`src/rtl/axis_rr_arbiter.sv`:
```
// Packet-granular round-robin arbiter: NUM_S AXI-Stream requesters share one
// master port, locked from grant until the granted requester's tlast is accepted.
module axis_rr_arbiter #(
  parameter int NUM_S  = 4,
  parameter int DATA_W = 8,
  parameter int ID_W   = $clog2(NUM_S)
) (
  input  logic                      m_axis_aclk,
  input  logic                      m_axis_aresetn,
  input  logic [NUM_S*DATA_W-1:0]   s_axis_tdata,
  input  logic [NUM_S-1:0]          s_axis_tvalid,
  input  logic [NUM_S-1:0]          s_axis_tlast,
  output logic [NUM_S-1:0]          s_axis_tready,
  output logic [DATA_W-1:0]         m_axis_tdata,
  output logic                      m_axis_tvalid,
  output logic                      m_axis_tlast,
  input  logic                      m_axis_tready,
  output logic [ID_W-1:0]           grant_id,
  output logic                      busy
);

  typedef enum logic {
    ST_IDLE = 1'b0,
    ST_BUSY = 1'b1
  } state_t;

  localparam logic [ID_W-1:0] LAST_ID = ID_W'(NUM_S - 1);
  localparam logic [ID_W:0]   NUM_EXT = (ID_W + 1)'(NUM_S);

  state_t          state, state_next;
  logic [ID_W-1:0] grant, grant_next;
  logic [ID_W-1:0] ptr, ptr_next;

  logic            any_req;
  logic [ID_W-1:0] winner;

  logic [DATA_W-1:0] sel_data;
  logic              sel_valid;
  logic              sel_last;
  logic              last_accept;

  // Round-robin search starting at ptr; the explicit wrap keeps a
  // non-power-of-2 NUM_S from stepping onto a nonexistent requester.
  // NOTE: every variable driven here gets a default first, so no path leaves
  // it unassigned and no latch is inferred.
  always_comb begin
    logic [ID_W:0]   sum;
    logic [ID_W-1:0] idx;
    winner  = ptr;
    any_req = 1'b0;
    for (int i = 0; i < NUM_S; i++) begin
      sum = {1'b0, ptr} + (ID_W + 1)'(i);
      if (sum >= NUM_EXT) sum = sum - NUM_EXT;
      idx = sum[ID_W-1:0];
      if (!any_req && s_axis_tvalid[idx]) begin
        winner  = idx;
        any_req = 1'b1;
      end
    end
  end

  // Select the granted requester's lanes; gated by state further down.
  always_comb begin
    sel_data  = '0;
    sel_valid = 1'b0;
    sel_last  = 1'b0;
    for (int i = 0; i < NUM_S; i++) begin
      if (grant == ID_W'(i)) begin
        sel_data  = s_axis_tdata[i*DATA_W +: DATA_W];
        sel_valid = s_axis_tvalid[i];
        sel_last  = s_axis_tlast[i];
      end
    end
  end

  assign last_accept = (state == ST_BUSY) && sel_valid && sel_last && m_axis_tready;

  always_comb begin
    state_next = state;
    grant_next = grant;
    ptr_next   = ptr;
    unique case (state)
      ST_IDLE: begin
        if (any_req) begin
          grant_next = winner;
          state_next = ST_BUSY;
        end
      end
      ST_BUSY: begin
        if (last_accept) begin
          state_next = ST_IDLE;
          ptr_next   = (grant == LAST_ID) ? '0 : grant + 1'b1;
        end
      end
      default: state_next = ST_IDLE;
    endcase
  end

  // NOTE: state registers use non-blocking assignments so every flop samples
  // the pre-edge values, independent of process evaluation order.
  always_ff @(posedge m_axis_aclk or negedge m_axis_aresetn) begin
    if (!m_axis_aresetn) begin
      state <= ST_IDLE;
      grant <= '0;
      ptr   <= '0;
    end else begin
      state <= state_next;
      grant <= grant_next;
      ptr   <= ptr_next;
    end
  end

  // Zero-latency pass-through while busy; everything quiet in IDLE, which
  // also makes the outputs drop as soon as reset clears the state.
  always_comb begin
    s_axis_tready = '0;
    m_axis_tdata  = '0;
    m_axis_tvalid = 1'b0;
    m_axis_tlast  = 1'b0;
    if (state == ST_BUSY) begin
      m_axis_tdata  = sel_data;
      m_axis_tvalid = sel_valid;
      m_axis_tlast  = sel_last;
      for (int i = 0; i < NUM_S; i++) begin
        if (grant == ID_W'(i)) s_axis_tready[i] = m_axis_tready;
      end
    end
  end

  assign busy     = (state == ST_BUSY);
  assign grant_id = grant;

endmodule

```
`config.mk`:
```
export PLATFORM = sky130hd
export DESIGN_NAME = axis_rr_arbiter
export DESIGN_NICKNAME = d
export VERILOG_FILES = /design/src/rtl/axis_rr_arbiter.sv
export SDC_FILE = /design/constraint.sdc
export NUM_CORES = 1
export LEC_CHECK = 0
export ABC_AREA = 1
export CAP_MARGIN = 20
export CORE_MARGIN = 5
export CORE_UTILIZATION = 40
export CTS_CLUSTER_DIAMETER = 100
export CTS_CLUSTER_SIZE = 25
export DETAILED_ROUTE_END_ITERATION = 6
export PLACE_DENSITY_LB_ADDON = 0.25
export REMOVE_ABC_BUFFERS = 1
export SYNTH_ARGS = -nofsm -noshare
export SYNTH_HDL_FRONTEND = slang
export SYNTH_SLANG_ARGS = --single-unit
export TNS_END_PERCENT = 10
```
`constraint.sdc`:
```
create_clock -name m_axis_aclk -period 3.35 [get_ports m_axis_aclk]
set_input_delay 0.5025 -clock m_axis_aclk [delete_from_list [all_inputs] [get_ports m_axis_aclk]]
set_output_delay 0.5025 -clock m_axis_aclk [all_outputs]
set_load 0.005 [all_outputs]
```
==> results.json, run 1 <==
{
  "total_power_mw": 1.22,
  "p_clk_frac": 0.055,
  "timing.rr.end": "ptr[0]",
  "p_leak_nw": 0.734,
  "routed_wl_mm": 3.15,
  "ys_types": 22,
  "irDropWorstVdd_v": 0.000581,
  "max_slew_margin": 0.685,
  "clk_latency_ps": 240,
  "crit_fanout": 12,
  "async_reset_ff_frac": 1.00,
  "worstMarginPinSlew_ps": 473,
  "nFillCells": 246,
  "overflow": 0,
  "holdBufCountCts": 0,
  "clkSinkCount": 5,
  "slowest_stage": "clkdlybuf4s50_1",
  "max-clock-path-buffers": 2,
  "fin_crit_sh": 0.829,
  "ys_seq_elements": 5,
  "slew_viol_final": 0,
  "pre_cts_ws_ps": 797,
  "dieArea_mm2": 0.00358,
  "h-tree-depth": 1,
  "cts_tree": "built",
  "seqPwrFrac": 0.125,
  "comb_power_share": 0.821,
  "syn_avg_cell_area_um2": 5.54,
  "hold_viol_final": 0,
  "cts_buffers": 3,
  "dr.pass1.iters": 4,
  "setup_slack_ps": 574,
  "setup_violations": 0,
  "fmax_ghz": 0.360,
  "swShare": 0.502,
  "synth_warnings": 0,
  "fin_nets": 281,
  "path_clk_slew_ps": 40,
  "num_antenna_cells": 0,
  "core_mm2": 0.00243,
  "layout_min_cycle_time_ps": 2780,
  "r2r-start": "grant_id[1]",
  "internal_power_mw": 0.606,
  "ff2ff_path_depth": 9,
  "rows": 18,
  "outcome": "complete, no violations",
  "grt_max_degree": 20,
  "vias": 1277,
  "die_y_um": 59.8,
  "place_hpwl_mm": 2.57,
  "dieWidth_um": 59.8,
  "power.density_mw_per_mm2": 766,
  "synth_edf_count": 0,
  "antenna_found_initial": 0,
  "cts-root-buf": "clkbuf_4",
  "drive_above_1_share": 0.0944,
  "drtIter0Drc": 33,
  "seq_area_frac_synth": 0.126,
  "rsz0062_at_grt": "false",
  "netlist_area_um2": 992,
  "crit_type": "flop to primary output",
  "grt_pass1_vias": 1199,
  "synth_top_area_cell": "nand2_1",
  "hp-class": "primary input to asynchronous set/reset pin",
  "antenna_left": 0,
  "track_usage": 0.190,
  "crit_required_ps": 2850,
  "crit_start": "grant_id[1]",
  "worst_ep_arrival_time_ps": 2270,
  "skew_ps": 2.70,
  "switchingPower_mw": 0.611,
  "max_cap_violations": 0,
  "start_util": 0.408,
  "portBuffers": 59,
  "regToRegSetupSlack_ps": 1460,
  "synth_area_leaders": "nand2_1, dfrtp_1, o21ai_0",
  "path_cells": "inv_1, ha_1, inv_2, o21ai_1, o211ai_1, a21oi_2, clkdlybuf4s50_1",
  "viasPerCell": 4.86,
  "grt_pass1_wl_mm": 5.33,
  "syn2layout_area_growth_pct": 60.2,
  "synth_top_area_share": 0.201,
  "wl_per_cell_um": 12.0,
  "yosys_most_used_dff": "dfrtp_1",
  "gp_congestion": 0.856,
  "synthCells": 179,
  "ctsResizeCount": 0,
  "critPathTopFamily": "buffers and inverters",
  "cp-end-kind": "primary output",
  "cp-start-kind": "flop",
  "io_pins": 60,
  "path_buf_inv": 3,
  "cpPeakStageDelay_ps": 530,
  "fin_tns_setup_ps": 0,
  "drc": 0,
  "cts_setup_buffers": 0
}
-- per-stage QoR --
step	util	hold WS, ps	instances	instance area, µm²
floorplan	-	207	170	935
global placement	0.642	548	259	1560
detailed placement	0.642	559	259	1560
CTS	0.653	478	263	1590
global route	0.653	483	263	1590
finish	0.653	481	263	1590
-- final cells by class --
class                           instances  area (µm²)  area share
Sequential cell                         5         125      0.0787
Inverter                               16        60.1      0.0378
Clock buffer                            4        26.3      0.0165
Multi-Input combinational cell        149         749       0.472
Timing Repair Buffer                   59         591       0.372
Tap cell                               30        37.5      0.0236
-- worst max-delay path by stage --
stage,end,slack (ps),cells after the start
after floorplan,m_axis_tvalid,1530,6
after global placement,m_axis_tvalid,790,6
after detailed placement,m_axis_tvalid,800,6
after CTS,m_axis_tvalid,550,6
after global routing,m_axis_tvalid,320,7
final,m_axis_tvalid,570,7
-- placed cells by master (no fill, tap or decap) --
master / count
a21oi_1: 19
a21oi_2: 1
clkbuf_1: 1
clkbuf_4: 3
clkdlybuf4s50_1: 59
dfrtp_1: 5
ha_1: 4
inv_1: 10
inv_2: 6
nand2_1: 53
nand2_2: 5
nand2_4: 4
nand3_1: 14
nand3_2: 1
nand4_1: 3
nor2_1: 15
nor2_4: 1
o211ai_1: 2
o21ai_0: 25
o21ai_1: 1
o21ai_2: 1
-- logic make-up after synthesis --
family	after synthesis	synth area share
adders and majority gates	4	0.0504
DFF	5	0.126
buffers and inverters	25	0.119
AOI/OAI and AO/OA	49	0.260
and+or+nand+nor	96	0.445
-- cell usage after synthesis (4+ instances only) --
cell     count
nor2_1      15
inv_2        6
nand2_1     53
ha_1         4
nand3_1     14
nand2_2      5
buf_4        4
nand2_4      4
o21ai_0     25
a21oi_1     19
inv_1       10
dfrtp_1      5
-- routing by layer --
layer | up-vias | wire, µm | track usage
met5 | - | 0 | 0
met4 | 0 | 21 | 0.0633
met3 | 2 | 172 | 0.0346
met2 | 24 | 1520 | 0.306
met1 | 549 | 1440 | 0.252
li1 | 702 | - | -
-- flip-flops by register name (all words and copies together) (netlist names) --
name	count
grant_id	2
ptr	2
busy	1
-- power by group through the flow --
stage               Combinational [mW]  Sequential (mW)  Clock [mW]
finish                           0.999            0.152      0.0665
global route                      1.14            0.161      0.0756
global placement                 0.998            0.152           0
detailed placement                1.00            0.152           0
floorplan                        0.618            0.134           0
CTS                               1.01            0.151      0.0697
Power figures use the tool's default switching activity.
==> inputs of run 2 (changes only) <==
--- a/config.mk
+++ b/config.mk
@@ -8,7 +8,7 @@
 export ABC_AREA = 1
 export CAP_MARGIN = 20
 export CORE_MARGIN = 5
-export CORE_UTILIZATION = 40
+export CORE_UTILIZATION = 38
 export CTS_CLUSTER_DIAMETER = 100
 export CTS_CLUSTER_SIZE = 25
 export DETAILED_ROUTE_END_ITERATION = 6
==> constraint.sdc (replaced) <==
create_clock -name m_axis_aclk -period 2.85 [get_ports m_axis_aclk]
set_input_delay 0.4275 -clock m_axis_aclk [delete_from_list [all_inputs] [get_ports m_axis_aclk]]
set_output_delay 0.4275 -clock m_axis_aclk [all_outputs]
set_load 0.005 [all_outputs]
==> results.json, run 2 (same netlist as run 1, synthesis figures left out) <==
{
  "holdBufCountCts": 0,
  "h-tree-depth": 1,
  "overflow": 0,
  "antenna_left": 0,
  "core_mm2": 0.00248,
  "antenna_found_initial": 0,
  "cts-root-buf": "clkbuf_4",
  "max_cap_violations": 0,
  "rsz0062_at_grt": "false",
  "final_cell_mix": "clkdlybuf4s50_1, nand2_1, o21ai_0, a21oi_1, nor2_1",
  "fin_nets": 283,
  "cpPeakStageDelay_ps": 520,
  "grt_pass1_wl_mm": 5.66,
  "drtIter0Drc": 50,
  "cp-start-kind": "flop",
  "grt_pass1_vias": 1273,
  "vias": 1339,
  "hold_viol_final": 0,
  "grt_max_degree": 20,
  "power.density_mw_per_mm2": 914,
  "num_antenna_cells": 0,
  "dieArea_mm2": 0.00373,
  "cts_tree": "built",
  "internal_power_mw": 0.728,
  "drc": 0,
  "crit_top_cell": "inv_1",
  "dieWidth_um": 61.1,
  "comb_power_share": 0.822,
  "total_power_mw": 1.47,
  "crit_fanout": 10,
  "track_usage": 0.195,
  "start_util": 0.401,
  "skew_ps": 3.12,
  "portBuffers": 59,
  "fin_tns_setup_ps": 0,
  "switchingPower_mw": 0.741,
  "dr.pass1.iters": 4,
  "pre_cts_ws_ps": 421,
  "clkSinkCount": 5,
  "worstMarginPinSlew_ps": 447,
  "hp-class": "primary input to asynchronous set/reset pin",
  "clk_latency_ps": 240,
  "path_clk_slew_ps": 50,
  "drive_above_1_share": 0.106,
  "final_common_cell": "clkdlybuf4s50_1",
  "place_hpwl_mm": 2.71,
  "setup_slack_ps": 226,
  "die_y_um": 61.1,
  "cp-end-kind": "primary output",
  "io_pins": 60,
  "swShare": 0.504,
  "slew_viol_final": 0,
  "seqPwrFrac": 0.121,
  "routed_wl_mm": 3.37,
  "fmax_ghz": 0.381,
  "crit_required_ps": 2420,
  "max_slew_margin": 0.702,
  "slowest_stage": "clkdlybuf4s50_1",
  "cts_buffers": 3,
  "p_leak_nw": 0.742,
  "max-clock-path-buffers": 2,
  "wl_per_cell_um": 12.7,
  "gp_congestion": 0.816,
  "layout_min_cycle_time_ps": 2620,
  "fin_crit_sh": 0.921,
  "viasPerCell": 5.05,
  "worst_ep_arrival_time_ps": 2200,
  "setup_violations": 0,
  "syn2layout_area_growth_pct": 61.9,
  "outcome": "complete, no violations",
  "path_cells": "inv_1, ha_1, inv_1, buf_4, o21ai_0, a21oi_1, clkdlybuf4s50_1",
  "crit_type": "flop to primary output",
  "rows": 18,
  "p_clk_frac": 0.057,
  "irDropWorstVdd_v": 0.000576
}
-- run 2: cell count changes in the layout (fill, tap and decap cells not counted), sizes merged --
cell  before  now
buf        0    2
-- run 2: per-stage QoR --
stage | hold WS (ps) | utilization | instances | area (µm²)
6_report | 402 | 0.648 | 265 | 1610
5_1_grt | 415 | 0.648 | 265 | 1610
4_1_cts | 407 | 0.647 | 265 | 1600
3_5_place_dp | 566 | 0.637 | 261 | 1580
3_3_place_gp | 559 | 0.637 | 261 | 1580
2_1_floorplan | 132 | - | 170 | 935
-- run 2: final cells by class --
type,instances,area [µm²]
Fill cell,233,871
Multi-Input combinational cell,149,752
Inverter,16,60.1
Sequential cell,5,125
Tap cell,30,37.5
Clock buffer,4,26.3
Timing Repair Buffer,61,606
-- run 2: worst max-delay path, delay by kind of cell (launching register included) --
family                   cells  cell delay [ps]
AO/OA/AOI/OAI                2              240
buffers and inverters        4             1040
adder cells (fa/ha/maj)      1              230
flip-flops                   1              430
-- run 2: worst paths after layout --
kind	start	to	slack (ps)	cells past startpoint
min reg2reg	grant_id[1]	grant_id[1]	580	2
max	grant_id[0]	m_axis_tdata[2]	230	7
min in group m_axis_aclk	grant_id[1]	grant_id[1]	580	2
max in group asynchronous	m_axis_aresetn	ptr[0]	2260	1
min	m_axis_aresetn	grant_id[1]	400	1
max reg2reg	ptr[0]	grant_id[1]	1070	11
-- run 2: timing repair --
| item | 4_1_cts | 5_1_grt |
|---|---|---|
| setup buffers | 0 | 0 |
| gates resized for setup | 0 | 1 |
| endpoints found under the setup margin | 0 | 1 |
-- run 2: per-layer routing --
layer / up-vias / track usage / part of all wire
met5: - / 0 / 0
met4: 0 / 0.0464 / 0.010
met3: 4 / 0.0231 / 0.041
met2: 29 / 0.349 / 0.51
met1: 606 / 0.247 / 0.44
li1: 700 / - / -
-- run 2: power by group through the flow --
stage | registers (mW) | logic, mW | clock network [mW]
after floorplan | 0.158 | 0.726 | 0
after global placement | 0.176 | 1.19 | 0
after detailed placement | 0.179 | 1.20 | 0
after CTS | 0.178 | 1.21 | 0.0846
after global routing | 0.188 | 1.35 | 0.0900
final | 0.178 | 1.21 | 0.0835
==> inputs of run 3 (changes only) <==
--- a/config.mk
+++ b/config.mk
@@ -6,7 +6,6 @@
 export NUM_CORES = 1
 export LEC_CHECK = 0
 export ABC_AREA = 1
-export CAP_MARGIN = 20
 export CORE_MARGIN = 5
 export CORE_UTILIZATION = 38
 export CTS_CLUSTER_DIAMETER = 100
==> results of run 3 <==
Same layout as run 2: the final DEF is identical, and so are final timing and power.
